### src/rtl/shift_pkg.sv
// Shared definitions for the shift sequencer: operation encodings,
// default widths and the controller state type.
package shift_pkg;

    localparam int unsigned SHIFT_WIDTH = 16;
    localparam int unsigned SHIFT_AMT_W = 4;

    typedef enum logic [1:0] {
        OP_SLL = 2'b00,
        OP_SRL = 2'b01,
        OP_ROL = 2'b10,
        OP_ROR = 2'b11
    } op_t;

    typedef enum logic [1:0] {
        IDLE,
        RUN,
        DONE
    } state_t;

endpackage

### src/rtl/shift_step.sv
// Single 1-bit step of a shift or rotate, purely combinational.
module shift_step
    import shift_pkg::*;
#(
    parameter int unsigned WIDTH = SHIFT_WIDTH
) (
    input  logic [1:0]       op,
    input  logic [WIDTH-1:0] din,
    output logic [WIDTH-1:0] dout
);

    // Select one step of the requested operation; logical shifts fill with 0.
    always_comb begin
        dout = din;
        case (op_t'(op))
            OP_SLL:  dout = {din[WIDTH-2:0], 1'b0};
            OP_SRL:  dout = {1'b0, din[WIDTH-1:1]};
            OP_ROL:  dout = {din[WIDTH-2:0], din[WIDTH-1]};
            OP_ROR:  dout = {din[0], din[WIDTH-1:1]};
            default: dout = din;
        endcase
    end

endmodule

### src/rtl/shift_seq.sv
// Multi-cycle shifter: latches a job in IDLE, applies one 1-bit step per
// RUN cycle, then pulses done for a single cycle before returning to IDLE.
module shift_seq
    import shift_pkg::*;
#(
    parameter int unsigned WIDTH = SHIFT_WIDTH,
    parameter int unsigned AMT_W = SHIFT_AMT_W
) (
    input  logic             clk,
    input  logic             reset,
    input  logic             start,
    input  logic [1:0]       op,
    input  logic [AMT_W-1:0] amt,
    input  logic [WIDTH-1:0] din,
    output logic             ready,
    output logic             busy,
    output logic             done,
    output logic [WIDTH-1:0] dout
);

    state_t           state;
    logic [1:0]       op_q;
    logic [AMT_W-1:0] cnt;
    logic [WIDTH-1:0] work;
    logic [WIDTH-1:0] step_out;

    shift_step #(.WIDTH(WIDTH)) u_step (
        .op   (op_q),
        .din  (work),
        .dout (step_out)
    );

    assign dout = work;

    // Controller, step counter and working register; status flags are
    // registered alongside the state so they never depend on start directly.
    always_ff @(posedge clk) begin
        if (reset) begin
            state <= IDLE;
            op_q  <= '0;
            cnt   <= '0;
            work  <= '0;
            ready <= 1'b1;
            busy  <= 1'b0;
            done  <= 1'b0;
        end else begin
            case (state)
                IDLE: begin
                    if (start) begin
                        op_q  <= op;
                        work  <= din;
                        cnt   <= amt;
                        ready <= 1'b0;
                        if (amt == '0) begin
                            state <= DONE;
                            done  <= 1'b1;
                        end else begin
                            state <= RUN;
                            busy  <= 1'b1;
                        end
                    end
                end
                RUN: begin
                    work <= step_out;
                    cnt  <= cnt - AMT_W'(1);
                    if (cnt == AMT_W'(1)) begin
                        state <= DONE;
                        busy  <= 1'b0;
                        done  <= 1'b1;
                    end
                end
                DONE: begin
                    state <= IDLE;
                    done  <= 1'b0;
                    ready <= 1'b1;
                end
                default: begin
                    state <= IDLE;
                    cnt   <= '0;
                    ready <= 1'b1;
                    busy  <= 1'b0;
                    done  <= 1'b0;
                end
            endcase
        end
    end

endmodule

### config.mk
export PLATFORM = sky130hd
export DESIGN_NAME = shift_seq
export DESIGN_NICKNAME = d
export VERILOG_FILES = /design/src/rtl/shift_pkg.sv /design/src/rtl/shift_step.sv /design/src/rtl/shift_seq.sv
export SDC_FILE = /design/constraint.sdc
export NUM_CORES = 1
export LEC_CHECK = 0
export CAP_MARGIN = 40
export CORE_ASPECT_RATIO = 0.8
export CORE_MARGIN = 10
export CORE_UTILIZATION = 32
export CTS_CLUSTER_SIZE = 25
export DETAILED_ROUTE_END_ITERATION = 16
export PLACE_DENSITY_LB_ADDON = 0.1
export SETUP_SLACK_MARGIN = 0.3
export SLEW_MARGIN = 20
export SYNTH_ARGS = -nofsm -noshare
export SYNTH_HDL_FRONTEND = slang
export SYNTH_SLANG_ARGS = --single-unit
### constraint.sdc
create_clock -name clk -period 1.3 [get_ports clk]
set_input_delay 0.26 -clock clk [delete_from_list [all_inputs] [get_ports clk]]
set_output_delay 0.26 -clock clk [all_outputs]
set_load 0.02 [all_outputs]
Yosys cells after proc, flatten, opt, wreduce, memory -nomap -nowiden
Index checks and enable logic that the tools add are counted.
{ "word_totals": {"input_bits": 25, "regBits": 27, "word_cells": 50} }
{ "classes": {"reduce_logical": 11, "n_eq_ne": 10, "n_bitwise": 2, "addsub": 1, "mux": 19} }
{ "ops": {"columns": ["op", "n"], "rows": [
  ["16-bit case mux with 4 select lines", 1],
  ["16-bit case mux with 2 select lines", 1],
  ["16-bit two-way mux", 1],
  ["4-bit case mux with 3 select lines", 1],
  ["2-bit AND reduction", 5],
  ["2-bit inequality test (second input constant)", 4],
  ["1-bit two-way mux", 7],
  ["2-bit equality test (second input constant)", 3],
  ["2-bit two-way mux", 3],
  ["2-bit by 1-bit equality test with 1-bit output (second input constant)", 2],
  ["4-bit by 1-bit equality test with 1-bit output (second input constant)", 1],
  ["2-bit logical NOT", 2],
  ["4-bit logical NOT", 1],
  ["4-bit two-way mux", 1],
  ["1-bit case mux with 2 select lines", 2],
  ["2-bit case mux with 2 select lines", 1],
  ["4-bit AND reduction", 1],
  ["4-bit by 1-bit subtractor with 4-bit output (second input constant)", 1],
  ["1-bit case mux with 3 select lines", 1],
  ["3-bit AND reduction", 1],
  ["1-bit NOT", 2],
  ["2-bit nonzero test", 1]
]} }

Depth between registers and ports, before layout
Gate-level depths: netlist of run 1.
{ "logic_depth": {"word_depth": 4, "ltp_mapped": 6, "depth_no_buf": 5} }

By module
Synthesis of run 1 repeated with hierarchy kept, for this count alone.
{ "hier_totals": {"hier_cells": 162, "hier_area_um2": 1532.7} }
{ "by_module_without_submodules": {"columns": ["module", "n_inst", "cells_per_inst", "area_each_um2"], "rows": [
  ["shift_seq", 1, 140, 1295.0],
  ["shift_step", 1, 22, 237.7]
]} }

Worst setup path after synthesis of run 1
Ideal clock, no wire load.
{ "synth_timing": {"kind": "reg-to-reg", "from": "register cnt[0]", "to": "register busy", "stages_incl_launch_ff": 5, "n_path_buf": 0, "t_arrival_ps": 1135, "required_ps": 1164, "synth_period_minus_slack_ps": 1270, "setup_slack_ps": 30, "path_cell_list": "dfxtp_1 ha_1 or3b_2 nand3b_1 a31oi_1"} }
{ "synth_via": {"elab_chain_len": 3} }
{ "synth_lines": {"columns": ["item", "line_no", "source"], "rows": [
  ["start, declared", "shift_seq.sv:23", "logic [AMT_W-1:0] cnt;"],
  ["start signal, assigned", "shift_seq.sv:52", "cnt <= amt;"],
  ["start signal, assigned", "shift_seq.sv:65", "cnt <= cnt - AMT_W'(1);"],
  ["4-bit by 1-bit equality test with 1-bit output", "shift_seq.sv:66", "if (cnt == AMT_W'(1)) begin"],
  ["2-bit inequality test (no line)", null, null],
  ["4-bit AND reduction (no line)", null, null],
  ["end signal, assigned", "shift_seq.sv:59", "busy <= 1'b1;"],
  ["end signal, assigned", "shift_seq.sv:68", "busy <= 1'b0;"],
  ["end signal, assigned", "shift_seq.sv:81", "busy <= 1'b0;"],
  ["end, declared", "shift_seq.sv:16", "output logic busy,"]
]} }
No other way between the ends.
A chain may end at the register's enable or synchronous reset.

Worst setup path in the final report of run 1
{ "layout_timing": {"from": "register state[1]", "to": "register work[5], in the netlist dout[5]"} }
{ "layout_via": {"elab_chain_len": 3, "word_cells_on_any_way": 6, "cone_classes": "eq/ne (2); mux (1); reduce/logical (3)"} }
{ "layout_lines": {"columns": ["item", "line_no", "source"], "rows": [
  ["start, declared", "shift_seq.sv:21", "state_t state;"],
  ["start signal, assigned", "shift_seq.sv:39", "state <= IDLE;"],
  ["start signal, assigned", "shift_seq.sv:55", "state <= DONE;"],
  ["start signal, assigned", "shift_seq.sv:58", "state <= RUN;"],
  ["2-bit by 1-bit equality test with 1-bit output or 2-bit logical NOT (tied branches)", "shift_seq.sv:47", "case (state)"],
  ["2-bit nonzero test (no line) or 2-bit inequality test (tied branches)", null, null],
  ["2-bit AND reduction (no line)", null, null],
  ["end signal, assigned", "shift_seq.sv:51", "work <= din;"],
  ["end signal, assigned", "shift_seq.sv:64", "work <= step_out;"],
  ["end, declared", "shift_seq.sv:24", "logic [WIDTH-1:0] work;"]
]} }
Parallel ways exist; a longest one is shown, timed or not.

==> reports/metrics.cfg, run 1 <==
[status]
status = complete, no violations

[setup_path]
crit_family = simple AND/OR/NAND/NOR gates
startpoint = state[1]$_SDFFE_PP0P_
reg2reg_depth = 4
worst_ep_arrival_time_ns = 1.40
critPathKind = reg -> reg
worstSetupPathDepth = 4
critPathSlowestCell = dfxtp_4
end_kind = flop
crit_chain = buf_6 > and2b_4 > nand2_2 > a311oi_2
startpoint_type = flop
endpoint = dout[5]$_SDFFE_PP0P_
path_max_fanout = 7
required_ns = 1.49
r2r_start = state[1]$_SDFFE_PP0P_
r2r_slack_ns = 0.09
worstReg2RegEnd = dout[5]$_SDFFE_PP0P_
cpPeakStageDelay_ns = 0.38
critPathBufInv = 1

[yosys]
yosysWarningCount = 0
yosys.area.top_type = dfxtp_1
synth_async_sr_flop_share_pct = 0
yosys.cell_types.count = 40
syn_inst = 178
yosys-top-cells-area = dfxtp_1, a311oi_2, nand2_1
ys.flop_type = dfxtp_1
syn_area_sq_um = 1560
synth-seq-cells = 27
post-synth-top-area-fraction_pct = 34.6
synth.most_common_cell = nand2_1
syn-num-nets = 205
ys_top_cells_by_count = nand2_1, dfxtp_1, nor2b_1, a211oi_1, a311oi_2
ys_seq_area_share_pct = 34.6
synth-edff-count = 0
synth_area_per_cell_sq_um = 8.77

[global_route]
grt_start_max_net_pins = 18
grt_overflow_total = 0
grt_pass1_vias = 1617
grt_antenna_before_repair = 0
grt_use_total_pct = 11.7
grt_pass1_wl_um = 7880

[sta]
clock_skew_ns = 0.00693
rsz0062_at_grt = true
fin_crit_sh_pct = 92.9
slew_headroom_pct = 73.8
fmax_ghz = 0.828
finalMaxSlewViolations = 0
min_period_ns = 1.21
hold_violations = 0
setup_violations = 0
worst_pin_slew_ns = 0.393
whs_ns = 0.470
tns_ns = 0

[floorplan]
floorplan.die_area_sq_um = 8090
die_w_um = 98.1
num_rows = 22
initial_core_util_pct = 33.6
die_h_um = 82.5
coreArea_sq_um = 4650
io_pins = 44

[route]
via_per_inst = 5.15
via_count = 1647
post_drt_wl_per_cell_um = 15.7
drtAntennaViolNets = 0
drc = 0
first_iter_violations = 93
drt_pass1_iterations = 4
drt_wl_total_um = 5020

[place]
place_congestion = 0.788
port_buffers = 43
dpl.hpwl_um = 3560

[power]
p_leak_nw = 1.05
p_seq_share_pct = 38.5
p_per_area_nw_per_um2 = 1010
peakVddDrop_mv = 0.583
netSwitchingFraction_pct = 33.7
pwr-share-clk_pct = 18.1
p_int_mw = 1.80
comb_power_share_pct = 43.3
p_sw_uw = 917

[job]
drv_cap = 0

[final_layout]
regArea_sq_um = 578
n_antenna_cell = 0
multi_input_area_sq_um = 1130
layout-drive-gt1-share_pct = 60.0
nets = 288
fill_cells = 410
area_delta_synth_final_pct = 72.9

[clock_network]
cts.htree.levels = 1
cts_buffer_depth = 2
cts_tree = yes
path_clk_slew_ns = 0.10
clock_sinks = 27
numCtsBuffers = 3
clk_latency_ns = 0.28
cts_root_buf = clkbuf_8

[min_path]
min_path_type = reg -> reg

-- per-layer routing --
layer,wire [um],GRT usage (%),vias up
li1,-,-,823
met5,0,0,-
met2,2320,18.7,39
met3,300,4.15,2
met1,2380,15.2,783
met4,20,1.74,0
-- through the flow --
step	worst slack (ns)	instances	power, mW	instance area, sq um	util, %
2_1_floorplan	0.175	178	1.60	1670	-
3_3_place_gp	-0.321	299	1.99	2280	49.0
3_5_place_dp	-0.396	299	2.01	2280	49.0
4_1_cts	0.0986	317	2.68	2600	55.8
5_1_grt	0.0234	320	2.88	2700	58.0
6_report	0.0917	320	2.72	2700	58.0
-- layout make-up --
| class | count | area share [%] |
|---|---|---|
| clock inverter | 1 | 0.185 |
| multi-input combinational | 131 | 41.8 |
| timing repair buffer | 92 | 31.4 |
| tap | 60 | 2.78 |
| sequential | 27 | 21.4 |
| inverter | 6 | 0.927 |
| clock buffer | 3 | 1.53 |
-- logic make-up (layout without fill, tap and decap cells) --
group | count (synthesis) | in the layout | synth area share (%)
flops | 27 | 27 | 34.6
mux | 1 | 1 | 0.641
compound gates | 54 | 54 | 30.7
fa+ha+maj | 2 | 2 | 1.60
buf+inv | 21 | 102 | 7.69
simple gates | 73 | 74 | 24.8
-- power by group through the flow --
stage / sequential [mW] / clock [mW] / combinational (mW)
4_1_cts: 1.05 / 0.520 / 1.11
5_1_grt: 1.06 / 0.550 / 1.27
3_3_place_gp: 1.03 / 0 / 0.956
2_1_floorplan: 1.12 / 0 / 0.480
6_report: 1.05 / 0.494 / 1.18
3_5_place_dp: 1.04 / 0 / 0.968
-- cells in the final DEF (no fill, tap or decap), drive strengths merged, types with 4 or more instances in the layout --
cell,instances
nor2,4
a311oi,15
nand2b,4
inv,6
buf,68
nor2b,17
a21oi,7
nand2,33
a211oi,15
o21ai,5
dfxtp,27
clkdlybuf4s50,23
-- how the worst min path moves through the flow --
stage,start,endpoint,slack (ns),cells after the start
final,done$_SDFFE_PP0P_,done$_SDFFE_PP0P_,0.47,2
after detailed placement,done$_SDFFE_PP0P_,done$_SDFFE_PP0P_,0.46,2
after floorplan,op[0],op_q[0]$_SDFFE_PP0P_,0.39,2
after global routing,done$_SDFFE_PP0P_,done$_SDFFE_PP0P_,0.49,2
after CTS,done$_SDFFE_PP0P_,done$_SDFFE_PP0P_,0.48,2
after global placement,done$_SDFFE_PP0P_,done$_SDFFE_PP0P_,0.44,2
-- flip-flops by register name, indices dropped and copies added, names as in the netlist --
signal and cells:
busy 1, done 1, ready 1, state 2
op_q 2, cnt 4, dout 16
-- tightest hold or removal path: stages, from the launching register on --
cell and delay (ns):
dfxtp_2 0.34, inv_1 0.05, a21boi_1 0.05
-- repair_timing --
| item | CTS | global route |
|---|---|---|
| hold buffers | 0 | 0 |
| endpoints found under the setup margin | 46 | 46 |
| resized for setup | 159 | 24 |
| hold endpoints to repair | 0 | 0 |
| pin swaps | 23 | 15 |
| cloned | 1 | 0 |
| buffers inserted | 13 | 3 |
No activity file was read; power rests on OpenSTA's default activity.
==> inputs of run 2 (changes only) <==
--- a/config.mk
+++ b/config.mk
@@ -6,7 +6,7 @@
 export NUM_CORES = 1
 export LEC_CHECK = 0
 export CAP_MARGIN = 40
-export CORE_ASPECT_RATIO = 0.8
+export CORE_ASPECT_RATIO = 1.75
 export CORE_MARGIN = 10
 export CORE_UTILIZATION = 32
 export CTS_CLUSTER_SIZE = 25
==> run 2 against run 1 <==
Final area increased by 5.3%. Routed wire length increased by 19%. Utilization up 2.4 points. Sequential cell count is the same. Largest cell class unchanged. Worst hold slack got worse by 0.0093 ns. Combinational power is 10% higher. Via count up 3.8%. Global-route usage increased by 1.3 points. Worst setup slack lost 0.038 ns. First-iteration DRC count decreased by 6.5%.
==> reports/metrics.cfg, run 2 (synthesis gave the netlist of run 1 again) <==
[setup_path]
worst_ep_arrival_time_ns = 1.41
required_ns = 1.46
r2r_slack_ns = 0.05
path_max_fanout = 5
startpoint_type = flop
end_kind = flop
reg2reg_depth = 4
r2r_start = cnt[0]$_SDFFE_PP0P_
worstReg2RegEnd = busy$_SDFFE_PP0P_
critPathKind = reg -> reg

[clock_network]
cts_root_buf = clkbuf_8
clock_sinks = 27
numCtsBuffers = 3
cts_tree = yes
clk_latency_ns = 0.27
cts_buffer_depth = 2
path_clk_slew_ns = 0.10
cts_hold_buf = 0
cts.htree.levels = 1

[power]
p_per_area_nw_per_um2 = 1000
comb_power_share_pct = 45.6
p_seq_share_pct = 37.1
pwr-share-clk_pct = 17.3
peakVddDrop_mv = 0.943
p_sw_uw = 999
p_leak_nw = 1.12
p_int_mw = 1.85
netSwitchingFraction_pct = 35.1

[sta]
tns_ns = 0
fmax_ghz = 0.802
fin_ws_ns = 0.0535
hold_violations = 0
rsz0062_at_grt = true
fin_crit_sh_pct = 95.9
clock_skew_ns = 0.00253
min_period_ns = 1.25
slew_headroom_pct = 73.1
finalMaxSlewViolations = 0
worst_pin_slew_ns = 0.402
setup_violations = 0

[global_route]
grt_pass1_vias = 1839
grt_pass1_wl_um = 8780
grt_start_max_net_pins = 20
grt_use_total_pct = 13.0
grt_overflow_total = 0
grt_antenna_before_repair = 0

[final_layout]
nets = 287
final_common_cell = buf_4
area_delta_synth_final_pct = 82.1
n_antenna_cell = 0
layout-drive-gt1-share_pct = 64.5
mostFrequentLayoutCells = buf_4, buf_6, dfxtp_2
largest_reg_flops = 16

[route]
via_count = 1709
post_drt_wl_per_cell_um = 19.2
via_per_inst = 5.50
drc = 0
drt_wl_total_um = 5980
drtAntennaViolNets = 0
drt_pass1_iterations = 4
first_iter_violations = 87

[floorplan]
coreArea_sq_um = 4710
initial_core_util_pct = 33.2
num_rows = 33
io_pins = 44
die_w_um = 72.8
floorplan.die_area_sq_um = 8180
die_h_um = 112

[min_path]
min_path_cells = 2
min_from = done$_SDFFE_PP0P_
min_path_type = reg -> reg
holdPathEnd = done$_SDFFE_PP0P_

[place]
place_congestion = 0.758
dpl.hpwl_um = 3670
place_ws_ns = -0.387
port_buffers = 43

[status]
status = complete, no violations

[job]
drv_cap = 0

-- run 2: power groups by stage --
stage	Sequential, mW	Combinational, mW	Clock, mW
finish	1.06	1.30	0.493
global placement	1.04	0.955	0
floorplan	1.12	0.480	0
detailed placement	1.04	0.966	0
CTS	1.05	1.07	0.508
global route	1.07	1.38	0.527
-- run 2: final cells by class --
type / count / area, sq um
flip-flops and latches: 27 / 579
inverters: 6 / 27.5
fillers: 416 / 1860
repair buffers: 89 / 897
multi-input cells: 133 / 1230
well taps: 52 / 65.1
clock buffers: 4 / 45.0
-- run 2: worst max-delay path: stages, from the launching register on --
cell and delay [ns]:
dfxtp_4 0.41, ha_4 0.14, or3b_4 0.37, nand3b_1 0.11, a31oi_1 0.09
-- run 2: timing repair --
item	in CTS	in global routing
setup endpoints to repair	46	45
gates resized for setup	144	67
setup buffers	9	5
cloned	3	3
pin swaps	3	39
-- run 2: worst max path at each step --
stage / cells after the start / slack (ns) / end / startpoint
after global routing: 4 / -0.0007 / busy$_SDFFE_PP0P_ / state[1]$_SDFFE_PP0P_
final: 4 / 0.05 / busy$_SDFFE_PP0P_ / cnt[0]$_SDFFE_PP0P_
after global placement: 4 / -0.30 / dout[5]$_SDFFE_PP0P_ / start
after detailed placement: 4 / -0.39 / dout[6]$_SDFFE_PP0P_ / start
after floorplan: 5 / 0.17 / busy$_SDFFE_PP0P_ / cnt[1]$_SDFFE_PP0P_
after CTS: 5 / 0.11 / op_q[0]$_SDFFE_PP0P_ / state[1]$_SDFFE_PP0P_
-- run 2: routing by layer --
layer | vias to the layer above | GRT usage, % | wire length [um]
li1 | 825 | - | -
met1 | 829 | 13.6 | 2270
met2 | 41 | 23.4 | 3330
met3 | 14 | 2.20 | 177
met4 | 0 | 7.12 | 209
met5 | - | 0 | 0
-- run 2: stage by stage --
stage / power [mW] / hold slack, ns / std cells / util [%] / area, sq um
global route: 2.98 / 0.488 / 311 / 60.4 / 2840
CTS: 2.62 / 0.465 / 303 / 53.0 / 2490
finish: 2.85 / 0.461 / 311 / 60.4 / 2840
detailed placement: 2.01 / 0.450 / 287 / 48.4 / 2280
floorplan: 1.60 / 0.389 / 178 / - / 1670
global placement: 2.00 / 0.445 / 287 / 48.4 / 2280
